--- src/rtl/enc_pkg.sv ---
// enc_pkg: shared types and helpers for the streaming SECDED encoder.
//   cw_mode_t  - per-word codeword width selector (8/16/32/64 bits)
//   cw_n/k/r   - codeword bits, data bits and Hamming check bits for a mode
//   MAX_PARITY - widest parity field (R+1 for the 64-bit mode)
package enc_pkg;

  typedef enum logic [1:0] {
    CW_8  = 2'b00,
    CW_16 = 2'b01,
    CW_32 = 2'b10,
    CW_64 = 2'b11
  } cw_mode_t;

  localparam int MAX_PARITY = 7;

  function automatic int cw_n(input cw_mode_t mode);
    case (mode)
      CW_8:    return 8;
      CW_16:   return 16;
      CW_32:   return 32;
      default: return 64;
    endcase
  endfunction

  function automatic int cw_k(input cw_mode_t mode);
    case (mode)
      CW_8:    return 4;
      CW_16:   return 11;
      CW_32:   return 26;
      default: return 57;
    endcase
  endfunction

  function automatic int cw_r(input cw_mode_t mode);
    case (mode)
      CW_8:    return 3;
      CW_16:   return 4;
      CW_32:   return 5;
      default: return 6;
    endcase
  endfunction

endpackage

--- src/rtl/enc_parity_gen.sv ---
// enc_parity_gen: combinational extended-Hamming parity generator.
//   R       - number of Hamming check bits; K = 2^R - R - 1 data bits
//   data    - K data bits, data[j] sits at the j-th non-power-of-two position
//   parity  - {overall parity, c_{R-1} .. c_0}
module enc_parity_gen #(
  parameter int R = 3,
  localparam int K = (1 << R) - R - 1
) (
  input  logic [K-1:0] data,
  output logic [R:0]   parity
);

  // Builds, at elaboration time, the set of data bits whose Hamming
  // position has bit 'bit_idx' set. Data bits fill positions 3,5,6,7,9,...
  function automatic logic [K-1:0] check_mask(input int bit_idx);
    logic [K-1:0] m;
    int j;
    m = '0;
    j = 0;
    for (int pos = 1; pos < (1 << R); pos++) begin
      if ((pos & (pos - 1)) != 0) begin
        if (((pos >> bit_idx) & 1) != 0) m[j] = 1'b1;
        j++;
      end
    end
    return m;
  endfunction

  // Each check bit is a fixed XOR tree over its masked data bits.
  for (genvar i = 0; i < R; i++) begin : g_check
    localparam logic [K-1:0] CMASK = check_mask(i);
    assign parity[i] = ^(data & CMASK);
  end

  // Overall parity covers the data and every Hamming check bit.
  assign parity[R] = ^{data, parity[R-1:0]};

endmodule

--- src/rtl/enc_stream_secded.sv ---
// enc_stream_secded: two-stage streaming SECDED encoder with valid/ready.
//   clk, rst        - clock, synchronous active-low reset
//   in_valid/ready  - input handshake; codeword_width, data_in, inject_mask
//                     are captured together on acceptance
//   out_valid/ready - output handshake for data_out and cw_err
//   data_out        - codeword ^ mask, zero above N bits; 0 for illegal mode
//   cw_err          - the word used a mode these parameters cannot encode
//   word_cnt        - saturating count of delivered codewords
module enc_stream_secded
  import enc_pkg::*;
#(
  parameter int AMBA_WORD  = 32,
  parameter int DATA_WIDTH = 32,
  parameter int CNT_WIDTH  = 16
) (
  input  logic                  clk,
  input  logic                  rst,
  input  logic                  in_valid,
  output logic                  in_ready,
  input  logic [1:0]            codeword_width,
  input  logic [AMBA_WORD-1:0]  data_in,
  input  logic [DATA_WIDTH-1:0] inject_mask,
  output logic                  out_valid,
  input  logic                  out_ready,
  output logic [DATA_WIDTH-1:0] data_out,
  output logic                  cw_err,
  output logic [CNT_WIDTH-1:0]  word_cnt
);

  localparam bit MODE64_OK = (AMBA_WORD >= 57) && (DATA_WIDTH >= 64);
  localparam int KMAX      = 57;
  localparam int CW_W      = (DATA_WIDTH > 64) ? DATA_WIDTH : 64;

  logic                  s1_valid;
  logic [KMAX-1:0]       s1_data;
  cw_mode_t              s1_mode;
  logic [DATA_WIDTH-1:0] s1_mask;

  logic                  s2_valid;
  logic [DATA_WIDTH-1:0] s2_data;
  logic                  s2_err;

  logic                  s1_advance;
  logic                  in_hs;
  logic                  out_hs;

  logic [3:0]            par8;
  logic [4:0]            par16;
  logic [5:0]            par32;
  logic [MAX_PARITY-1:0] par64;

  logic [CW_W-1:0]       cw_raw;
  logic [CW_W-1:0]       keep_mask;
  logic [CW_W-1:0]       cw_final;
  logic                  cw_illegal;

  // S1 may move into S2 whenever S2 is empty or is draining this cycle.
  // in_ready depends only on stage state, out_ready and reset, never on
  // in_valid, and is held low while reset is asserted.
  assign s1_advance = ~s2_valid | out_ready;
  assign in_ready   = rst & (~s1_valid | s1_advance);
  assign in_hs      = in_valid & in_ready;
  assign out_hs     = s2_valid & out_ready;

  assign out_valid  = s2_valid;
  assign data_out   = s2_data;
  assign cw_err     = s2_err;

  // One parity generator per mode, all fed from the S1 payload.
  enc_parity_gen #(.R(3)) u_par8  (.data(s1_data[3:0]),  .parity(par8));
  enc_parity_gen #(.R(4)) u_par16 (.data(s1_data[10:0]), .parity(par16));
  enc_parity_gen #(.R(5)) u_par32 (.data(s1_data[25:0]), .parity(par32));

  // The 64-bit generator exists only when the buses can carry that mode;
  // otherwise such words are flagged illegal and the parity is never used.
  if (MODE64_OK) begin : g_par64
    enc_parity_gen #(.R(6)) u_par64 (.data(s1_data[56:0]), .parity(par64));
  end else begin : g_no_par64
    assign par64 = '0;
  end

  // Assemble the codeword for the S1 mode with the parity field in the
  // LSBs, apply the injection mask, then clear everything at and above N.
  always_comb begin
    cw_raw = '0;
    case (s1_mode)
      CW_8:    cw_raw[7:0]  = {s1_data[3:0],  par8};
      CW_16:   cw_raw[15:0] = {s1_data[10:0], par16};
      CW_32:   cw_raw[31:0] = {s1_data[25:0], par32};
      default: cw_raw[63:0] = {s1_data[56:0], par64};
    endcase
    keep_mask  = (CW_W'(1) << cw_n(s1_mode)) - CW_W'(1);
    cw_illegal = (s1_mode == CW_64) && !MODE64_OK;
    cw_final   = cw_illegal ? '0 : ((cw_raw ^ CW_W'(s1_mask)) & keep_mask);
  end

  // Stage 1 loads whenever it can accept; a cycle without in_valid in
  // that situation empties it. It otherwise holds while S2 is stalled.
  always_ff @(posedge clk) begin
    if (!rst) begin
      s1_valid <= 1'b0;
      s1_data  <= '0;
      s1_mode  <= CW_8;
      s1_mask  <= '0;
    end else if (in_ready) begin
      s1_valid <= in_valid;
      if (in_hs) begin
        s1_data <= KMAX'(data_in);
        s1_mode <= cw_mode_t'(codeword_width);
        s1_mask <= inject_mask;
      end
    end
  end

  // Stage 2 takes the finished codeword from S1 when it is free to move,
  // and holds data_out/cw_err stable under backpressure.
  always_ff @(posedge clk) begin
    if (!rst) begin
      s2_valid <= 1'b0;
      s2_data  <= '0;
      s2_err   <= 1'b0;
    end else if (s1_advance) begin
      s2_valid <= s1_valid;
      if (s1_valid) begin
        s2_data <= DATA_WIDTH'(cw_final);
        s2_err  <= cw_illegal;
      end
    end
  end

  // Delivered-word counter; sticks at all-ones instead of wrapping.
  always_ff @(posedge clk) begin
    if (!rst) begin
      word_cnt <= '0;
    end else if (out_hs && (word_cnt != {CNT_WIDTH{1'b1}})) begin
      word_cnt <= word_cnt + CNT_WIDTH'(1);
    end
  end

endmodule

--- config.mk ---
export PLATFORM = sky130hd
export DESIGN_NAME = enc_stream_secded
export DESIGN_NICKNAME = d
export VERILOG_FILES = /design/src/rtl/enc_pkg.sv /design/src/rtl/enc_parity_gen.sv /design/src/rtl/enc_stream_secded.sv
export SDC_FILE = /design/constraint.sdc
export NUM_CORES = 1
export LEC_CHECK = 0
export CORE_MARGIN = 2
export CORE_UTILIZATION = 51
export DETAILED_ROUTE_END_ITERATION = 12
export GPL_TIMING_DRIVEN = 0
export PLACE_DENSITY = 0.86
export SYNTH_ARGS = -nofsm -noshare
export SYNTH_HDL_FRONTEND = slang
export SYNTH_SLANG_ARGS = --single-unit
--- constraint.sdc ---
create_clock -name clk -period 3.2 [get_ports clk]
set_clock_uncertainty 0.2 [all_clocks]
set_input_delay 0.32 -clock clk [delete_from_list [all_inputs] [get_ports clk]]
set_output_delay 0.32 -clock clk [all_outputs]
set_load 0.1 [all_outputs]
==> impl_metrics.csv <==
group,metric,value,unit
status,status,"finished clean",
worst_setup_path,critPathSlowestCell,"xnor3_1",
clocking,postCtsSetupRepairBufs,0,
drt,vias,4868,
logic_synthesis,synth-edff-count,0,
drt,drt-total-wl,13950,um
global_routing,grt_pass1_wl,22290,um
clocking,cts_buffers,9,
hold_path,hp-class,"flop to flop",
floorplan,core-area,10320,um2
drt,top_layer,"met4",
logic_synthesis,synthArstFlopShare,0,%
power_and_ir_drop,ir_drop,0.0002341,V
sta,fmax,336.9,MHz
drt,wl_met3,781,um
worst_setup_path,start_kind,"flop",
worst_setup_path,path_buf_inv,1,
global_routing,antenna_found_initial,0,
sta,rsz0062_at_grt,"no",
logic_synthesis,synth_top_flop_cell,"dfxtp_1",
sta,finalSetupViolCount,0,
sta,whs,0.2699,ns
worst_setup_path,startpoint,"s1_data[3]",
clocking,clk_latency,0.37,ns
flow_run,max-cap-violations,0,
worst_setup_path,crit_top_cell,"xnor3_1",
clocking,cts-resized-gates,0,
drt,firstDrtPassIters,6,
floorplan,die-area,11470,um2
global_routing,grt_max_degree,19,
floorplan,die_h,107.1,um
final_layout,area_delta_synth_final,28.50,%
worst_setup_path,max_stage_delay,0.42,ns
sta,drv_slew,0,
sta,min_period,2.969,ns
worst_setup_path,cp-end-kind,"flop",
clocking,path_clk_slew,0.11,ns
global_routing,grt-ovfl-total,0,
clocking,htreeDepth,3,
clocking,clockBufferDepth,2,
global_routing,grt_util_all_layers,24.49,%
drt,routed_via_density,5.349,
final_layout,num_antenna_cells,0,
final_layout,multi_input_area,2983,um2
drt,drc,0,
sta,hold_viol,0,
logic_synthesis,seq_area_frac_synth,40.98,%
drt,met1_length,6021,um
logic_synthesis,synth_nets,715,
clocking,cts_hold_buffers,0,
drt,ant_nets,0,
sta,tns,0,ns
final_layout,drive_gt1_share,3.230,%
placement,io_buffers,114,
floorplan,initial_core_util,52.53,%
clocking,cts_root_buffer,"clkbuf_8",
logic_synthesis,ys_types,44,
sta,worst_slew_pin_slew,1.011,ns
power_and_ir_drop,power_leakage,0.002966,uW
final_layout,nets,840,
drt,drt_iter0_markers,245,
worst_setup_path,rr_startpoint,"s1_data[3]",
floorplan,io-pin-count,121,
placement,routabilityCongestion,0.8686,
logic_synthesis,avgSynthCellArea,8.420,um2
clocking,cts_tree,"built",
worst_setup_path,critical_path.top_delay_family,"XOR/XNOR gates",
drt,routedWlPerCell,15.33,um
logic_synthesis,synth-seq-cells,111,
drt,route.met2.wl,6873,um
hold_path,min_from,"s1_mask[2]",
worst_setup_path,path_cells,"clkbuf_1 -> xnor3_2 -> xnor3_1 -> xnor3_1 -> xnor3_1 -> xnor2_1 -> mux2i_1 -> a21oi_1",
global_routing,grt_pass1_vias,4745,
logic_synthesis,yosysWarnings,0,
worst_setup_path,crit_type,"flop to flop",
floorplan,die_w,107.1,um
placement,dpl.hpwl,10600,um
clocking,cts.sink_count,111,
sta,maxSlewHeadroom,32.37,%
final_layout,seq_area,2222,um2
worst_setup_path,crit_required,3.27,ns
final_layout,fill_cells,823,
worst_setup_path,cp.arrival,3.04,ns
power_and_ir_drop,p_per_area,512.3,nW/um2
worst_setup_path,critPathMaxFanout,6,
floorplan,row_count,37,
logic_synthesis,syn_area,5423,um2
sta,fin_crit_sh,92.77,%
logic_synthesis,netlist_instances,644,
state kept, by name, summed over array words and instances, names as in the netlist:
register	flops
s1_data	26
s1_mask	32
out_valid	1
word_cnt	16
data_out	32
cw_err	1
s1_mode	2
s1_valid	1
layout make-up:
class	instances	area share, %
sequential	111	31.89
buffer	51	2.909
inverter	5	0.2693
timing repair buffer	114	16.38
tap	136	2.442
clock buffer	10	1.975
clock inverter	6	1.329
multi-input combinational	477	42.81
cell usage after synthesis (6+ instances only):
cell	count	area share [%]
clkbuf_1	42	2.9
nor2b_1	6	0.69
a21oi_1	6	0.55
xnor2_1	44	7.1
o21ai_0	9	0.83
dfxtp_1	111	41
nor2_1	17	1.2
xor2_1	50	8.1
a21boi_0	20	2.8
a221oi_1	8	1.3
nor3b_1	8	1.1
and2_1	17	2.0
nand2_1	151	10
mux2i_1	7	1.3
nand3_1	86	7.9
xnor3_1	7	2.9
worst min-delay path, delay by kind of cell (launching register included):
kind          cells  cell delay [ns]
simple gates      2             0.11
flops             1             0.33
cells by family (layout without fill, tap and decap cells):
logic type / after synthesis / after routing / synth area share (%)
fa+ha+maj: 1 / 1 / 0.2307
buf+inv: 56 / 186 / 4.084
mux: 7 / 7 / 1.292
flops: 111 / 111 / 40.98
compound gates: 60 / 60 / 8.007
simple gates: 304 / 304 / 25.57
xor+xnor: 105 / 105 / 19.84
worst paths after layout:
kind | endpoint | depth (start not counted) | slack (ns)
max | data_out[5] | 8 | 0.23
min | s1_mask[2] | 2 | 0.27
max reg2reg | data_out[5] | 8 | 0.23
min reg2reg | s1_mask[2] | 2 | 0.27
where the power goes:
group | switching, uW | total, uW | leakage [uW] | internal (uW)
clock network | 489 | 957 | 0.000114 | 468
registers | 63.6 | 1520 | 0.000911 | 1460
logic | 584 | 1090 | 0.00194 | 507
total | 1140 | 3570 | 0.00297 | 2430
metrics by stage:
step	total power (uW)	utilization [%]	setup WS [ns]	std cells	cell area, um2
finish	3570	67.49	0.2315	910	6968
global route	3711	67.49	0.05137	910	6968
CTS	3565	67.49	0.2326	910	6968
detailed placement	2628	65.26	0.2641	894	6738
global placement	2614	65.26	0.2488	894	6738
floorplan	2346	-	0.08559	644	5426
metal layers:
| metal | global-route usage (%) | vias up |
|---|---|---|
| met5 | 0 | - |
| met1 | 30.44 | 2314 |
| met2 | 43.35 | 154 |
| li1 | - | 2375 |
| met3 | 3.891 | 25 |
| met4 | 7.607 | 0 |
cells in the final DEF (no fill, tap or decap), drive strengths merged, types with 3 or more instances in the layout:
cell / synthesis / layout
or3: 3 / 3
mux2i: 7 / 7
a21oi: 6 / 6
clkdlybuf4s50: 0 / 114
nor2: 17 / 17
a21boi: 20 / 20
xor3: 3 / 3
nand2: 151 / 151
dfxtp: 111 / 111
o21ai: 9 / 9
inv: 5 / 6
nand4: 5 / 5
nor3b: 8 / 8
xnor2: 44 / 44
nand3: 86 / 86
a221oi: 8 / 8
clkbuf: 42 / 52
nor2b: 6 / 6
nand2b: 4 / 4
o211a: 3 / 3
xnor3: 8 / 8
xor2: 50 / 50
and2: 17 / 17
buf: 9 / 9
No activity file was read; power rests on OpenSTA's default activity.
